===== config.mk =====
export PLATFORM = sky130hd
export DESIGN_NAME = multicycle_ctrl
export DESIGN_NICKNAME = d
export VERILOG_FILES = /design/src/rtl/ctrl_pkg.sv /design/src/rtl/instr_class_decode.sv /design/src/rtl/multicycle_ctrl.sv
export SDC_FILE = /design/constraint.sdc
export NUM_CORES = 1
export LEC_CHECK = 0
export BUFFER_PORTS_ARGS = -buffer_cell sky130_fd_sc_hd__buf_2
export CAP_MARGIN = 20
export CORE_MARGIN = 4
export CORE_UTILIZATION = 25
export DETAILED_ROUTE_END_ITERATION = 8
export GPL_TIMING_DRIVEN = 0
export MAX_ROUTING_LAYER = met4
export PLACE_DENSITY_LB_ADDON = 0.12
export SLEW_MARGIN = 20
export SYNTH_ARGS = -nofsm -noshare
export SYNTH_HDL_FRONTEND = slang
export SYNTH_SLANG_ARGS = --single-unit

===== constraint.sdc =====
create_clock -name clk -period 1.5 [get_ports clk]
set_clock_uncertainty 0.05 [all_clocks]
set_input_delay 0.225 -clock clk [delete_from_list [all_inputs] [get_ports clk]]
set_output_delay 0.225 -clock clk [all_outputs]
set_load 0.005 [all_outputs]

===== src/rtl/ctrl_pkg.sv =====
// Shared definitions for the LEGv8 multi-cycle controller: opcode patterns,
// ALU operation codes (also used by the ALU), FSM states and instruction classes.
package ctrl_pkg;

    // Full 11-bit opcodes taken from instr[31:21]
    localparam logic [10:0] OPC_ADD  = 11'b10001011000;
    localparam logic [10:0] OPC_SUB  = 11'b11001011000;
    localparam logic [10:0] OPC_AND  = 11'b10001010000;
    localparam logic [10:0] OPC_ORR  = 11'b10101010000;
    localparam logic [10:0] OPC_LDUR = 11'b11111000010;
    localparam logic [10:0] OPC_STUR = 11'b11111000000;

    // Short-opcode formats: CBZ matches instr[31:24], B matches instr[31:26]
    localparam logic [7:0]  OPC_CBZ  = 8'b10110100;
    localparam logic [5:0]  OPC_B    = 6'b000101;

    // ALU operation codes
    localparam logic [1:0]  ALU_ADD  = 2'b00;
    localparam logic [1:0]  ALU_SUB  = 2'b01;
    localparam logic [1:0]  ALU_AND  = 2'b10;
    localparam logic [1:0]  ALU_ORR  = 2'b11;

    typedef enum logic [2:0] {
        S_IDLE,
        S_FETCH,
        S_DECODE,
        S_EXEC,
        S_MEM,
        S_WB,
        S_TRAP
    } state_t;

    typedef enum logic [2:0] {
        CLS_ADD,
        CLS_SUB,
        CLS_AND,
        CLS_ORR,
        CLS_LDUR,
        CLS_STUR,
        CLS_CBZ,
        CLS_B
    } instr_class_t;

    // ALU operation for a class; address and branch classes use add
    function automatic logic [1:0] alu_op_for(input instr_class_t cls);
        case (cls)
            CLS_SUB: alu_op_for = ALU_SUB;
            CLS_AND: alu_op_for = ALU_AND;
            CLS_ORR: alu_op_for = ALU_ORR;
            default: alu_op_for = ALU_ADD;
        endcase
    endfunction

endpackage


===== src/rtl/instr_class_decode.sv =====
// Combinational opcode classifier: maps the instruction's top 11 bits to an
// instruction class and flags anything not in the supported subset.
module instr_class_decode
    import ctrl_pkg::*;
#(
    parameter int INSTR_W = 32
) (
    input  logic [INSTR_W-1:0] instr,
    output instr_class_t       cls,
    output logic               illegal
);

    logic [10:0] opc;
    // Operand fields do not affect classification
    logic        unused_operands;

    assign opc             = instr[INSTR_W-1 -: 11];
    assign unused_operands = ^instr[INSTR_W-12:0];

    // Full opcodes first, then the short-opcode branch formats
    always_comb begin
        // NOTE: every output gets a default before the case so no path leaves it unassigned (no latch).
        cls     = CLS_ADD;
        illegal = 1'b0;
        case (opc)
            OPC_ADD:  cls = CLS_ADD;
            OPC_SUB:  cls = CLS_SUB;
            OPC_AND:  cls = CLS_AND;
            OPC_ORR:  cls = CLS_ORR;
            OPC_LDUR: cls = CLS_LDUR;
            OPC_STUR: cls = CLS_STUR;
            default: begin
                if (opc[10:3] == OPC_CBZ) begin
                    cls = CLS_CBZ;
                end else if (opc[10:5] == OPC_B) begin
                    cls = CLS_B;
                end else begin
                    illegal = 1'b1;
                end
            end
        endcase
    end

endmodule


===== src/rtl/multicycle_ctrl.sv =====
// Multi-cycle LEGv8 control FSM: FETCH/DECODE/EXEC/MEM/WB sequencing with
// memory handshake stalls, CBZ resolution from the ALU zero flag and an
// illegal-opcode trap state left only through reset.
module multicycle_ctrl
    import ctrl_pkg::*;
#(
    parameter int INSTR_W = 32
) (
    input  logic               clk,
    input  logic               rst_n,
    input  logic [INSTR_W-1:0] instr,
    input  logic               memReady,
    input  logic               isZero,
    output logic [1:0]         ALUop,
    output logic               aluSrc,
    output logic               reg2Loc,
    output logic               irWrite,
    output logic               pcWrite,
    output logic               pcSrc,
    output logic               memRead,
    output logic               memWrite,
    output logic               memToReg,
    output logic               regWrite,
    output logic               halted
);

    state_t       state_q;
    instr_class_t class_q;
    instr_class_t class_d;
    logic         illegal_d;

    instr_class_decode #(
        .INSTR_W (INSTR_W)
    ) u_decode (
        .instr   (instr),
        .cls     (class_d),
        .illegal (illegal_d)
    );

    // State register and latched instruction class, synchronous active-low reset
    always_ff @(posedge clk) begin
        // NOTE: state is written with <= so every register samples pre-edge values.
        if (!rst_n) begin
            state_q <= S_IDLE;
            class_q <= CLS_ADD;
        end else begin
            case (state_q)
                S_IDLE:   state_q <= S_FETCH;
                S_FETCH:  if (memReady) state_q <= S_DECODE;
                S_DECODE: begin
                    class_q <= class_d;
                    state_q <= illegal_d ? S_TRAP : S_EXEC;
                end
                S_EXEC: begin
                    case (class_q)
                        CLS_LDUR, CLS_STUR: state_q <= S_MEM;
                        CLS_CBZ, CLS_B:     state_q <= S_FETCH;
                        default:            state_q <= S_WB;
                    endcase
                end
                S_MEM: begin
                    if (memReady) begin
                        state_q <= (class_q == CLS_LDUR) ? S_WB : S_FETCH;
                    end
                end
                S_WB:     state_q <= S_FETCH;
                S_TRAP:   state_q <= S_TRAP;
                default:  state_q <= S_IDLE;
            endcase
        end
    end

    // Output decode from state and latched class; FETCH completion strobes follow
    // memReady and the CBZ PC update follows isZero within the same cycle
    always_comb begin
        ALUop    = ALU_ADD;
        aluSrc   = 1'b0;
        reg2Loc  = 1'b0;
        irWrite  = 1'b0;
        pcWrite  = 1'b0;
        pcSrc    = 1'b0;
        memRead  = 1'b0;
        memWrite = 1'b0;
        memToReg = 1'b0;
        regWrite = 1'b0;
        halted   = 1'b0;
        case (state_q)
            S_FETCH: begin
                memRead = 1'b1;
                if (memReady) begin
                    irWrite = 1'b1;
                    pcWrite = 1'b1;
                end
            end
            S_EXEC: begin
                ALUop = alu_op_for(class_q);
                case (class_q)
                    CLS_LDUR, CLS_STUR: aluSrc = 1'b1;
                    CLS_CBZ: begin
                        reg2Loc = 1'b1;
                        pcWrite = isZero;
                        pcSrc   = isZero;
                    end
                    CLS_B: begin
                        pcWrite = 1'b1;
                        pcSrc   = 1'b1;
                    end
                    default: ;
                endcase
            end
            S_MEM: begin
                if (class_q == CLS_LDUR) begin
                    memRead = 1'b1;
                end else begin
                    memWrite = 1'b1;
                    reg2Loc  = 1'b1;
                end
            end
            S_WB: begin
                regWrite = 1'b1;
                memToReg = (class_q == CLS_LDUR);
            end
            S_TRAP: halted = 1'b1;
            default: ;
        endcase
    end

endmodule


# Word-level counts from Yosys, hierarchy flattened
# Index checks and enable logic that the tools add are counted.
# classes
n_eq_ne,23
mux,30
reduce_logical,6
# op_table
operator,count
$eq A11 B11 Y1 const B,6
$pmux W3 S6,2
$eq A3 B3 Y1 const B,7
$mux W3,6
$mux W1,15
$eq A3 B2 Y1 const B,4
$eq A8 B8 Y1 const B,1
$pmux W1 S2,4
$eq A3 B1 Y1 const B,2
$eq A6 B3 Y1 const B,1
$pmux W2 S3,1
$pmux W3 S2,1
$reduce_or A2 Y1,3
$reduce_or A6 Y1,1
$ne A2 B2 Y1 const B,2
$logic_not A3 Y1,1
$mux W2,1
$reduce_and A2 Y1,1
# word_totals
register_bits,6
input_bits,36
output_inout_bits,12
word_cells,61

# Longest topological paths before layout
# logic_depth
ltp_word,6
depth_mapped,5
ltp_nobuf,4

# Modules after synthesis
# Synthesis repeated with hierarchy kept, for this count alone.
# unflattened
hier_cells,79
area_unflattened_um2,633.1
# by_module_without_submodules
module,instances,cells_each,area_per_inst_um2,seq_area_each_um2
multicycle_ctrl,1,56,434.2,120.1
instr_class_decode,1,23,198.9,0.0

# Worst setup path after synthesis
# OpenSTA, ideal clock, no wires.
# synth_path
path_kind,reg2reg
startpoint,register state_q[2]
endpoint,register state_q[2]
setup_time_ns,0.138
t_arrival_ns,1.124
t_required_ns,1.312
setup_slack_ns,0.188
stages_incl_launch_ff,6
n_path_buf,1
period_less_slack_ns,1.312
path_cell_list,dfxtp_1 > buf_2 > nand3b_1 > o21ai_1 > a221oi_1 > o32ai_2
# synth_between
elab_chain_cells,3
elab_cells_between_ends,12
classes_between,8 x eq/ne; 1 x mux; 3 x reduce/logical
# synth_rtl
element,line,source
start: declaration,multicycle_ctrl.sv:27,state_t state_q;
start signal: assignment,multicycle_ctrl.sv:52,state_q <= illegal_d ? S_TRAP : S_EXEC;
start signal: assignment,multicycle_ctrl.sv:63,state_q <= (class_q == CLS_LDUR) ? S_WB : S_FETCH;
"$eq A3 B3 Y1, or another cell as far along",multicycle_ctrl.sv:47,case (state_q)
$reduce_or A2 Y1 (no source line) or $ne A2 B2 Y1 (tied branches),n/a,
$pmux W3 S6 or $reduce_and A2 Y1 (tied branches),n/a,
# Several ways; a longest one is shown, not always the timed one.
# A chain may end at the register's enable or synchronous reset.

# Final worst setup path
# layout_path
startpoint,register state_q[2]
endpoint,output reg2Loc
# layout_between
elab_chain_cells,2
elab_cells_between_ends,3
classes_between,2 x eq/ne; 1 x mux
# layout_rtl
element,line,source
$eq A3 B3 Y1 or $eq A3 B2 Y1 (tied branches),multicycle_ctrl.sv:87,case (state_q)
$pmux W1 S2 (*),multicycle_ctrl.sv:87,
end: declaration,multicycle_ctrl.sv:16,"output logic reg2Loc,"
# Every way passes the cells marked *; elsewhere a longest branch is shown, timed or not.

==> results.md <==
- Tcrit/Tclk final: 106.4%
- Final Worst Setup Slack: -0.09599 ns
- Yosys warns: 0
- Post-Syn Nets: 115
- Post-Place Cells: 133
- Total Routed Length: 1.850 mm
- Die height: 57.12 um
- Post-Syn Area: 603.1 um2
- Slew Viols, Final: 0
- First-pass GRT wire length: 2.994 mm
- Layout cells sized above 1: 51.69%
- Simple-Gate Fraction of Synth Area: 45.64%
- Post-synth EDFFs: 0
- Sw Ratio: 32.32%
- Final TNS setup: -0.4105 ns
- Failing checks: negative setup slack
- CP max FO: 6
- Htree depth: 1
- N_diodes: 0
- Post-synth top area cell: dfxtp_1
- GRT Util Overall: 11.83%
- Achievable Freq: 626.6 MHz
- Clock share of power: 27.0%
- Synth cell count leaders: 7 x nand2b_1, 7 x nor2_1, 6 x dfxtp_1
- Global route overflow: 0
- Tmin final: 1.596 ns
- Vias: 740
- Routed len/inst: 12.67 um
- Crit-path slowest cell: dfxtp_4
- Nets: 156
- ANT nets after route: 0
- Cts bufs inserted: 3
- P_leak: 0.0004317 uW
- Cell variety after synth: 36
- Placer congestion estimate: 0.7507
- Sw power: 184.7 uW
- Adder-cell share of the synthesized area: 0%
- Antenna violations before repair: 0
- Max Cap Viol: 0
- 1st-iter DRT viols: 10
- Crit-path cells: nand3b_1, o22a_1, nor2_1, buf_2
- Compound-Gate Fraction of Synth Area: 27.80%
- Largest net degree at the start of global routing: 9
- Final hold violations: 0
- Vias in the first global route: 718
- P_int: 386.9 uW
- Site Rows: 17
- Slew margin rel.: 65.59%
- Post-synth ARST share: 0%
- PortBufs: 26
- CP arrival: 1.32 ns
- Post-synthesis xor/xnor area fraction: 0%
- CTS Buffer Depth: 2
- Die ar.: 3262 um2
- Register bit count reported by yosys: 6
- Most used DFF post-synth: dfxtp_1
- Syn Area/Cell: 7.634 um2
- Share of the synthesized area in the top cell type: 19.92%
- Worst-path clk slew: 0.05 ns
- Initial core utilization: 26.75%
- Layout Cells excl Fill: 146
- Largest family of logic cells by synthesized area: simple AND/OR/NAND/NOR gates
- Seq/Total Area, Yosys: 19.92%
- Worst Path Class, Setup: reg -> out
- CP Data Required Time: 1.22 ns
- Outcome: finished with violations
- Post-DP HPWL: 1.311 mm
- Pwr per Cell Area: 605.9 nW/um2
- CTS tree: done
- Post-Synthesis Cells: 79
- Die extent in x: 57.12 um
- # IOs: 48
- Final Power: 571.6 uW
- Crit start category: flop
- Peak VDD IR: 0.3271 mV
- Clock Latency Late Sink: 0.25 ns
- Post-synthesis mux area share: 1.660%
- Core area: 2255 um2
- Final Setup Violations: 6
- Layout area overhead: 56.43%
- Residual DRC count: 0
- Clk sinks: 6
- RSZ-0062 raised after global routing: true
- Max incr delay on CP: 0.35 ns
- Worst slew pin tran: 0.5092 ns
- Comb power frac: 39.7%
- Root Driver: clkbuf_4
- First-pass detailed-route iteration total: 4
- Finished Core Util: 41.84%
- Flop pwr share: 33.3%
- Vias/cell: 5.068
- Worst min path class: in -> reg
- Worst setup EP type: output port
- Synth top area cells: dfxtp_1 20%, nand2b_1 7.3%, nor2_1 4.4%, nor4bb_4 4.1%, nor4b_4 3.9%
==> worst max-delay path, delay by kind of cell (launching register included) <==
family	cells	cell delay, ns
AOI/OAI and AO/OA	1	0.24
DFF	1	0.35
buffers and inverters	1	0.11
and+or+nand+nor	2	0.37
==> cell type report <==
| class | instances | area [um2] |
|---|---|---|
| sequential | 6 | 131.4 |
| multi-input combinational | 66 | 503.0 |
| inverter | 4 | 15.01 |
| fill | 256 | 1311 |
| clock buffer | 3 | 22.52 |
| tap | 28 | 35.03 |
| buffer | 2 | 22.52 |
| timing repair buffer | 37 | 214.0 |
==> flip-flops by register name (all words and copies together) (netlist names) <==
signal,flops
state_q,3
class_q,3
==> power by group through the flow <==
stage | Sequential (uW) | Combinational [uW] | Clock [uW]
3_3_place_gp | 185 | 172 | 0
4_1_cts | 190 | 202 | 156
2_1_floorplan | 182 | 106 | 0
5_1_grt | 192 | 249 | 171
6_report | 190 | 227 | 155
3_5_place_dp | 185 | 171 | 0
==> cell families (layout without fill, tap and decap cells) <==
kind of cell	count (synthesis)	count (layout)
buffers and inverters	7	46
and+or+nand+nor	41	41
muxes	1	1
AOI/OAI and AO/OA	24	24
DFF	6	6
==> metal layers <==
layer  up-vias  wire length, um  track usage (%)
met5         -                0                -
met3         0               92            4.525
met2        15              978            19.90
li1        374                -                -
met4         0                0            1.987
met1       351              779            13.51
==> repair_timing <==
action,4_1_cts,5_1_grt
setup endpoints to repair,9,12
buffers inserted,8,2
cloned,1,0
resized for setup,13,12
hold buffers,0,0
hold endpoints to repair,0,0
pin swaps,7,6
==> path summary, 6_finish.rpt <==
check / cells past startpoint / to / slack [ns] / startpoint
worst max-delay path: 4 / reg2Loc / -0.1 / state_q[2]
worst min-delay path: 2 / class_q[0] / 0.23 / rst_n
worst max register to register: 4 / state_q[2] / 0.09 / state_q[1]
worst min register to register: 1 / class_q[0] / 0.47 / class_q[0]
==> metrics by stage <==
| stage | cell area [um2] | hold slack, ns | worst slack [ns] |
|---|---|---|---|
| floorplan | 603.1 | 0.3084 | 0.1881 |
| global placement | 768.2 | 0.4794 | 0.003084 |
| detailed placement | 768.2 | 0.4850 | 0.02381 |
| CTS | 880.8 | 0.2275 | -0.08079 |
| global route | 943.4 | 0.2185 | -0.1991 |
| finish | 943.4 | 0.2311 | -0.09599 |
==> cell usage in the layout (no fill, tap or decap), drive strengths merged, types with 2 or more instances in the layout <==
cell type and count:
nand3b 2, nor2b 3, nor4bb 3, nor3 4, a21oi 4, and2 2, nor2 8, inv 4
o2111ai 2, buf 39, dfxtp 6, clkbuf 3, o211ai 2, nand2b 7, o21ai 7, nand2 4
Note: power is estimated with default switching activity, not from simulation.
